### src/rtl/piso_pkg.sv
// Shared types and defaults for the piso_tx serial transmitter.
package piso_pkg;

   typedef enum logic {IDLE = 1'b0, SHIFT = 1'b1} state_t;

   localparam int DEF_WIDTH        = 8;
   localparam int DEF_CLKS_PER_BIT = 4;

   // Counter width for a range 0..n-1, never narrower than one bit.
   function automatic int cnt_w(input int n);
      return (n > 1) ? $clog2(n) : 1;
   endfunction

endpackage

### src/rtl/piso_tx_bit_timer.sv
// Per-bit phase counter: marks the last cycle of each bit and the high half of the serial clock.
module bit_timer
   import piso_pkg::*;
#(
   parameter int CLKS_PER_BIT = DEF_CLKS_PER_BIT
) (
   input  logic clk,
   input  logic rst,
   input  logic run,
   output logic bit_end,
   output logic sclk_hi
);

   localparam int PW = cnt_w(CLKS_PER_BIT);
   localparam logic [PW-1:0] PH_LAST = PW'(CLKS_PER_BIT - 1);
   localparam logic [PW-1:0] PH_HALF = PW'(CLKS_PER_BIT / 2);

   logic [PW-1:0] phase;

   always_ff @(posedge clk) begin
      if (rst || !run)
         phase <= '0;
      else if (bit_end)
         phase <= '0;
      else
         phase <= phase + 1'b1;
   end

   assign bit_end = run && (phase == PH_LAST);
   assign sclk_hi = run && (phase >= PH_HALF);

endmodule

### src/rtl/piso_tx.sv
// LSB-first serial transmitter with a one-word holding buffer and a generated serial clock.
module piso_tx
   import piso_pkg::*;
#(
   parameter int WIDTH        = DEF_WIDTH,
   parameter int CLKS_PER_BIT = DEF_CLKS_PER_BIT
) (
   input  logic             PT_CLK,
   input  logic             PT_RST,
   input  logic [WIDTH-1:0] PT_DATA,
   input  logic             PT_VALID,
   output logic             PT_READY,
   output logic             PT_SOUT,
   output logic             PT_SCLK,
   output logic             PT_BUSY,
   output logic             PT_DONE
);

   localparam int BW = cnt_w(WIDTH);
   localparam logic [BW-1:0] BIT_LAST = BW'(WIDTH - 1);

   state_t           state, state_nxt;
   logic [WIDTH-1:0] hold;
   logic             hold_full;
   logic [WIDTH-1:0] shreg;
   logic [BW-1:0]    bitcnt;
   logic             done_q;
   logic             bit_end, sclk_hi;
   logic             accept, load_idle, last_bit, reload;

   bit_timer #(.CLKS_PER_BIT(CLKS_PER_BIT)) u_timer (
      .clk     (PT_CLK),
      .rst     (PT_RST),
      .run     (state == SHIFT),
      .bit_end (bit_end),
      .sclk_hi (sclk_hi)
   );

   assign accept    = PT_VALID && !hold_full;
   assign load_idle = (state == IDLE) && hold_full;
   assign last_bit  = bit_end && (bitcnt == BIT_LAST);
   assign reload    = load_idle || (last_bit && hold_full);

   always_ff @(posedge PT_CLK) begin
      if (PT_RST)
         state <= IDLE;
      else
         state <= state_nxt;
   end

   always_comb begin
      state_nxt = state;
      case (state)
         IDLE:    if (hold_full) state_nxt = SHIFT;
         SHIFT:   if (last_bit && !hold_full) state_nxt = IDLE;
         default: state_nxt = IDLE;
      endcase
   end

   // Buffer payload carries no reset; hold_full alone says whether it is meaningful.
   always_ff @(posedge PT_CLK) begin
      if (accept)
         hold <= PT_DATA;
   end

   always_ff @(posedge PT_CLK) begin
      if (PT_RST) begin
         hold_full <= 1'b0;
         shreg     <= '0;
         bitcnt    <= '0;
         done_q    <= 1'b0;
      end else begin
         done_q <= last_bit;
         if (accept)
            hold_full <= 1'b1;
         if (reload) begin
            shreg     <= hold;
            hold_full <= 1'b0;
            bitcnt    <= '0;
         end else if (last_bit) begin
            bitcnt <= '0;
         end else if (bit_end) begin
            shreg  <= {1'b0, shreg[WIDTH-1:1]};
            bitcnt <= bitcnt + 1'b1;
         end
      end
   end

   always_comb begin
      PT_READY = !hold_full;
      PT_BUSY  = (state == SHIFT);
      PT_SOUT  = (state == SHIFT) && shreg[0];
      PT_SCLK  = sclk_hi;
      PT_DONE  = done_q;
   end

endmodule
### config.mk
export PLATFORM = sky130hd
export DESIGN_NAME = piso_tx
export DESIGN_NICKNAME = d
export VERILOG_FILES = /design/src/rtl/piso_pkg.sv /design/src/rtl/piso_tx_bit_timer.sv /design/src/rtl/piso_tx.sv
export SDC_FILE = /design/constraint.sdc
export NUM_CORES = 1
export LEC_CHECK = 0
export ABC_AREA = 0
export CAP_MARGIN = 20
export CORE_ASPECT_RATIO = 0.9
export CORE_UTILIZATION = 55
export DETAILED_ROUTE_END_ITERATION = 16
export MAX_ROUTING_LAYER = met4
export PLACE_DENSITY = 0.82
export SYNTH_ARGS = -nofsm -noshare
export SYNTH_HDL_FRONTEND = slang
export SYNTH_SLANG_ARGS = --single-unit
### constraint.sdc
create_clock -name PT_CLK -period 2.7 [get_ports PT_CLK]
set_clock_uncertainty 0.2 [all_clocks]
set_input_delay 0.54 -clock PT_CLK [delete_from_list [all_inputs] [get_ports PT_CLK]]
set_output_delay 0.54 -clock PT_CLK [all_outputs]
set_load 0.03 [all_outputs]
== Word level (Yosys, flattened, before mapping) ==
Cells that the tools add are included.
Storage, ports and cells
  register bits after elaboration: 24
  output and inout port bits: 5
Cells by class
  add/sub/neg operators: 2
  magnitude comparators: 1
  eq/ne operators: 3
  mux-type cells: 6
  bitwise logic cells: 1
  reductions and logical operators: 17
Operator list (number)
  2-to-1 mux 8 bit: 3
  logical AND 1 bit: 8
  OR reduction 2 bit: 2
  adder 3 x 1 -> 3 bit (second input constant): 1
  == test 3 bit (second input constant): 1
  OR reduction 3 bit: 1
  adder 2 x 1 -> 2 bit (second input constant): 1
  == test 2 bit (second input constant): 1
  greater-or-equal comparator 2 bit (second input constant): 1
  logical NOT 1 bit: 2
  logical OR 1 bit: 2
  2-to-1 mux 1 bit: 2
  inequality test 2 x 1 -> 1 bit (second input constant): 1
  case mux 1 bit (2 select lines): 1
  AND reduction 2 bit: 1
  nonzero test 2 bit: 1
  NOT 1 bit: 1

== Depth between registers and ports, before layout ==
Gate-level depths: netlist of run 1.
  depth after elaboration: 7
  gate-level depth with buffers: 6
  gate-level depth less buffers: 5

== Modules after synthesis ==
A second synthesis of run 1 with hierarchy kept.
Second synthesis, totals
  cell total of the unflattened synthesis: 93
  area, all modules: 1051.0 µm²
Modules (own cells, without submodules)
  piso_tx: times used 1, cells an instance 84, area an instance 938.4 µm²
  bit_timer: times used 1, cells an instance 9, area an instance 112.6 µm²

== Worst setup path after synthesis of run 1 ==
No wires, ideal clock.
  path type: register to output
  start point: reg state (netlist: PT_BUSY)
  end point: out PT_SOUT
  arrival time: 986 ps
  setup slack: 974 ps
  cell stages (with the launch flop): 3
  path buffers: 1
  path through: dfxtp_1 > buf_4 > and2_1
Between the ends
  cells in the longest elaborated chain, start to end: 1
Ends and longest elaborated chain
  from (decl): line piso_tx.sv:22  | state_t state, state_nxt;
  from (signal assigned): line piso_tx.sv:48  | state <= state_nxt;
  logical AND 1 bit: line piso_tx.sv:92  | PT_SOUT = (state == SHIFT) && shreg[0];
  to (decl): line piso_tx.sv:13  | output logic PT_SOUT,
No other way between the ends.

== Worst setup path in the final report of run 1 ==
  start point: reg u_timer.phase[0]
  end point: out PT_SCLK
Between the ends
  cells in the longest elaborated chain, start to end: 2
Ends and longest elaborated chain
  from (decl): line piso_tx_bit_timer.sv:18  | logic [PW-1:0] phase;
  from (signal assigned): line piso_tx_bit_timer.sv:26  | phase <= phase + 1'b1;
  greater-or-equal comparator 2 bit: line piso_tx_bit_timer.sv:30  | assign sclk_hi = run && (phase >= PH_HALF);
  logical AND 1 bit: line piso_tx_bit_timer.sv:30
  to (decl): line piso_tx.sv:14  | output logic PT_SCLK,
No other way between the ends.

==> impl_metrics.csv, run 1 <==
group,metric,value,unit
power,clkPwrFrac,34.1,%
placed_design,io_buffer_count,15,
global_routing,grt_pass1_vias,595,
synthesis,synth_cells,87,
power,switchingPower,0.155,mW
power,power.total,0.747,mW
power,ir_drop,462,uV
synthesis,synth_top_area_share,32.0,%
power,combPwrFrac,10.8,%
drt,wirelength,1.59,mm
setup_path,required,1.96,ns
clocking,htree_num_levels,1,
global_routing,grt_max_degree,15,
synthesis,syn-num-nets,102,
status,status,"complete, no violations",
setup_path,arrival,1.72,ns
timing,slew_headroom,69.4,%
power,seqPwrFrac,55.2,%
setup_path,start_kind,"flop",
final_layout,postLayoutCellArea,1210,sq um
synthesis,synth.avg_cell_area,11.5,sq um
floorplan,initial_core_util,59.6,%
setup_path,worstPathMaxFanout,3,
timing,fmax,406,MHz
synthesis,synthDistinctLibCells,29,
setup_path,crit_end,"PT_SCLK",
synthesis,synth_seq_cells,24,
placed_design,dp.cells,123,
final_layout,fill_cells,150,
drt,via_count,657,
drt,drt_iter0_drc,21,
global_routing,grtUsageTotal,19.0,%
placed_design,placed_cell_area,1160,sq um
final_layout,fin_cells,127,
synthesis,yosys-top-cells-area,"dfxtp_1 32%, edfxtp_1 24%, o221a_1 7.9%",
clocking,clk_path_buf_depth,2,
timing,slew_viol_final,0,
run,maxCapViolCount,0,
floorplan,die_area,2000,sq um
setup_path,critPathKind,"flop to primary output",
setup_path,reg2reg_from,"bitcnt[0]",
synthesis,synth_top_area_cell,"dfxtp_1",
drt,drc,0,
timing,grt_setup_unrepaired,"false",
timing,setup_viol,0,
floorplan,pin_count,16,
global_routing,grt_overflow,0,
setup_path,cp-end-kind,"primary output",
setup_path,reg2reg_slack,0.86,ns
timing,period_needed,2.46,ns
clocking,cts_hold_buf,0,
clocking,cts_buffers,3,
synthesis,netlist_area,1000,sq um
floorplan,die_x,47.0,um
timing,hold_violations,0,
clocking,clk_pin_slew,0.12,ns
setup_path,crit_path_start,"u_timer.phase[0]",
power,p_int,0.591,mW
min_path,min_path_type,"flop to flop",
timing,finalCritPeriodShare,91.2,%
final_layout,drive_gt1_share,11.7,%
power,power.share.switching,20.8,%
drt,postRouteAntennaNets,0,
clocking,post-cts-setup-buffers,0,
synthesis,ys_warn_count,0,
drt,dr.pass1.iters,4,
placed_design,gp_congestion,0.760,
final_layout,antenna_cells,0,
power,power.leakage,0.448,nW
timing,worstMarginPinSlew,0.457,ns
clocking,cts.sinks,24,
placed_design,hpwl,1.15,mm
floorplan,rows,14,
clocking,clk_latency,0.31,ns
synthesis,seq_area_frac_synth,55.9,%
final_layout,final_net_count,119,
setup_path,r2r-end,"shreg[5]",
final_layout,area_delta_synth_final,21.2,%
floorplan,dieHeight,42.5,um
clocking,clockRootBuffer,"clkbuf_4",
drt,vias_per_cell,5.17,
clocking,cts_tree,"built",
clocking,cts_resized,0,
global_routing,grt_pass1_wl,2.56,mm
timing,tns,0,ns
setup_path,r2r_cells,5,
global_routing,antenna_found_initial,0,
drt,routedWlPerCell,12.5,um
power,powerDensity,615,nW/um^2
floorplan,core_area,1680,sq um
cell usage after synthesis:
library cell	instances
a211oi_2	1
a21boi_4	1
a21oi_1	10
a21oi_4	1
and2_1	1
and2_4	1
and4b_1	1
buf_2	1
buf_4	1
buf_6	1
clkbuf_1	1
dfxtp_1	16
edfxtp_1	8
ha_1	4
inv_1	1
inv_2	1
nand2_1	5
nand2b_1	1
nand2b_4	1
nand3b_1	1
nor2_1	15
nor2b_1	1
nor2b_2	1
o21a_1	1
o21ai_1	1
o21bai_1	1
o221a_1	7
or3b_1	1
xnor2_1	1
worst max-delay path, stage by stage (launching register included):
cell,delay [ns]
dfxtp_1,0.39
inv_1,0.06
ha_1,0.20
o21a_1,0.18
clkdlybuf4s50_1,0.59
how the worst min path moves through the flow:
stage,start,to,slack (ns),cells after the start
6_report,u_timer.phase[0],u_timer.phase[0],0.27,1
5_1_grt,bitcnt[1],bitcnt[1],0.29,2
4_1_cts,u_timer.phase[0],u_timer.phase[0],0.27,1
3_5_place_dp,u_timer.phase[0],u_timer.phase[0],0.24,1
3_3_place_gp,u_timer.phase[0],u_timer.phase[0],0.23,1
2_1_floorplan,u_timer.phase[0],u_timer.phase[0],0.22,1
power groups by stage:
stage	clock network (mW)	registers, mW	logic [mW]
finish	0.254	0.412	0.0803
global placement	0	0.419	0.0788
global route	0.276	0.415	0.0866
floorplan	0	0.417	0.0526
detailed placement	0	0.419	0.0801
CTS	0.264	0.412	0.0804
placed cells by master (no fill, tap or decap), types with 3 or more instances in the layout:
master           netlist  routed
a21oi_1               10      10
clkbuf_4               0       3
clkdlybuf4s50_1        0      15
dfxtp_1               16      16
edfxtp_1               8       8
ha_1                   4       4
nand2_1                5       5
nor2_1                15      15
o221a_1                7       7
per-stage QoR:
stage               hold WS (ns)  utilization [%]  worst slack (ns)
global route               0.292             72.2             0.171
floorplan                  0.217                -             0.974
finish                     0.271             72.2             0.237
global placement           0.227             69.1             0.655
CTS                        0.266             72.2             0.227
detailed placement         0.244             69.1             0.603
registers in the layout, summed over array words and instances (netlist names):
signal,count
PT_BUSY,1
PT_DONE,1
bitcnt,3
hold,8
hold_full,1
shreg,8
u_timer.phase,2
layout make-up:
| class | count | area [sq um] | area share, % |
|---|---|---|---|
| repair buffers | 16 | 158 | 13.0 |
| flip-flops and latches | 24 | 561 | 46.1 |
| clock inverters | 1 | 30.0 | 2.47 |
| clock buffers | 3 | 22.5 | 1.85 |
| multi-input cells | 57 | 407 | 33.5 |
| well taps | 24 | 30.0 | 2.47 |
| inverters | 2 | 7.51 | 0.618 |
layer usage:
layer  share of wire [%]  global-route usage (%)  vias to the layer above  wire, um
li1                    -                       -                      343         -
met4                0.82                    5.14                        0        13
met1                  50                    24.6                      296       797
met2                  44                    27.5                       16       703
met5                   0                       -                        -         0
met3                 4.9                    7.76                        2        78
cells by family after synthesis:
group | count (synthesis) | synth area share [%]
and+or+nand+nor | 29 | 15.1
DFF | 24 | 55.9
AOI/OAI and AO/OA | 23 | 19.6
buffers and inverters | 6 | 3.49
adders and majority gates | 4 | 4.99
xor gates and xnor gates | 1 | 0.874
No activity file was read; power rests on OpenSTA's default activity.
==> run 2: changes to the inputs <==
--- a/config.mk
+++ b/config.mk
@@ -8,10 +8,11 @@
 export ABC_AREA = 0
 export CAP_MARGIN = 20
 export CORE_ASPECT_RATIO = 0.9
-export CORE_UTILIZATION = 55
+export CORE_UTILIZATION = 60
 export DETAILED_ROUTE_END_ITERATION = 16
+export DONT_BUFFER_PORTS = 1
 export MAX_ROUTING_LAYER = met4
-export PLACE_DENSITY = 0.82
+export PLACE_DENSITY = 0.76
 export SYNTH_ARGS = -nofsm -noshare
 export SYNTH_HDL_FRONTEND = slang
 export SYNTH_SLANG_ARGS = --single-unit
==> run 2 against run 1 <==
Compared with the run above:
- clock power down 38%
- largest power group unchanged
- register-to-register slack got worse by 0.05 ns
- total power down 16%
- worst hold slack got worse by 0.20 ns
- global-route usage is 2.1 points higher
- combinational power fell by 31%
- die area is 8.0% lower
- highest routed layer is now met3
- critical path depth shrank 3
==> impl_metrics.csv, run 2 (synthesis gave the netlist of run 1 again) <==
group,metric,value,unit
timing,timing.hold.ws,0.0750,ns
setup_path,path_cells,"and2_1",
drt,drt_iter0_drc,15,
clocking,cts_hold_buf,0,
timing,grt_setup_unrepaired,"false",
global_routing,grt_pass1_vias,553,
final_layout,final_net_count,103,
global_routing,grtUsageTotal,21.2,%
clocking,post-cts-setup-buffers,0,
setup_path,crit_path_start,"PT_BUSY",
drt,postRouteAntennaNets,0,
final_layout,area_delta_synth_final,2.62,%
setup_path,path_delay_family,"flip-flops",
clocking,clockRootBuffer,"clkbuf_4",
floorplan,dieHeight,40.8,um
min_path,min_path_type,"input pin to flop",
final_layout,largest_registers,"hold (8), shreg (8), bitcnt (3)",
setup_path,cp_slowest_cell,"dfxtp_1",
drt,via_count,603,
global_routing,grt_overflow,0,
setup_path,critPathKind,"flop to primary output",
final_layout,fin_cells,109,
timing,worstMarginPinSlew,0.767,ns
drt,routedWlPerCell,14.5,um
run,maxCapViolCount,0,
placed_design,gp_congestion,0.746,
timing,slew_headroom,48.7,%
placed_design,hpwl,1.16,mm
setup_path,cp-end-kind,"primary output",
placed_design,io_buffer_count,0,
global_routing,grt_pass1_wl,2.56,mm
final_layout,final_common_cell,"dfxtp_1",
setup_path,required,1.96,ns
clocking,htree_num_levels,1,
clocking,cts_resized,0,
min_path,min_path_cells,1,
power,power.leakage,0.373,nW
clocking,cts_tree,"built",
final_layout,antenna_cells,0,
timing,setup_viol,0,
final_layout,final_util,68.7,%
global_routing,antenna_found_initial,0,
setup_path,slowest_delay,0.69,ns
power,powerDensity,611,nW/um^2
setup_path,crit_cells,1,
clocking,cts_buffers,3,
drt,wirelength,1.59,mm
min_path,hold_path.startpoint,"PT_RST",
status,status,"complete, no violations",
clocking,clk_pin_slew,0.12,ns
power,ir_drop,436,uV
floorplan,rows,13,
floorplan,die_area,1840,sq um
floorplan,initial_core_util,67.0,%
setup_path,worstPathMaxFanout,11,
floorplan,die_x,45.1,um
setup_path,start_kind,"flop",
setup_path,r2r_cells,5,
setup_path,critPathBufInv,0,
setup_path,reg2reg_from,"bitcnt[0]",
clocking,cts.sinks,24,
global_routing,grt_max_degree,14,
timing,tns,0,ns
drt,dr.pass1.iters,4,
timing,finalCritPeriodShare,78.9,%
final_layout,final_cell_mix,"16 x dfxtp_1, 15 x nor2_1, 10 x a21oi_1",
placed_design,dp.cells,105,
final_layout,drive_gt1_share,11.5,%
drt,vias_per_cell,5.53,
timing,fmax,470,MHz
clocking,clk_latency,0.31,ns
timing,hold_violations,0,
timing,slew_viol_final,0,
timing,period_needed,2.13,ns
floorplan,pin_count,16,
clocking,clk_path_buf_depth,2,
floorplan,core_area,1500,sq um
drt,drc,0,
setup_path,arrival,1.39,ns
==> run 2: changes by cell type in the layout (fill, tap and decap cells not counted) <==
| cell | change |
|---|---|
| buf_4 | -1 |
| bufinv_16 | -1 |
| clkbuf_1 | +1 |
| clkdlybuf4s50_1 | -15 |
==> run 2: final timing paths <==
path | end | slack [ns]
setup / recovery | PT_SOUT | 0.57
hold / removal | shreg[7] | 0.07
setup reg to reg | shreg[4] | 0.81
hold reg to reg | u_timer.phase[0] | 0.25
==> run 2: cell type report <==
type	count	area, sq um
inverter	2	7.51
sequential	24	561
multi-input combinational	57	407
fill	122	468
tap	22	27.5
clock buffer	4	26.3
==> run 2: stage by stage <==
step	cell area, sq um	setup slack (ns)	power (mW)
after CTS	1030	0.556	0.634
after global routing	1030	0.485	0.661
after global placement	1000	0.919	0.475
final	1030	0.571	0.629
after detailed placement	1000	0.836	0.479
after floorplan	1000	0.974	0.469
==> run 2: power breakdown <==
part | switching, mW | total (mW) | leakage [nW] | internal, mW
clock | 0.101 | 0.158 | 0.0150 | 0.0577
sequential | 0.0177 | 0.415 | 0.208 | 0.397
combinational | 0.0291 | 0.0552 | 0.150 | 0.0262
total | 0.147 | 0.629 | 0.373 | 0.481
==> run 2: per-layer routing <==
layer	track usage, %	up-vias	wire (um)
li1	-	311	-
met1	25.6	276	728
met2	35.9	16	775
met3	7.05	0	81
met4	2.27	0	0
met5	-	-	0
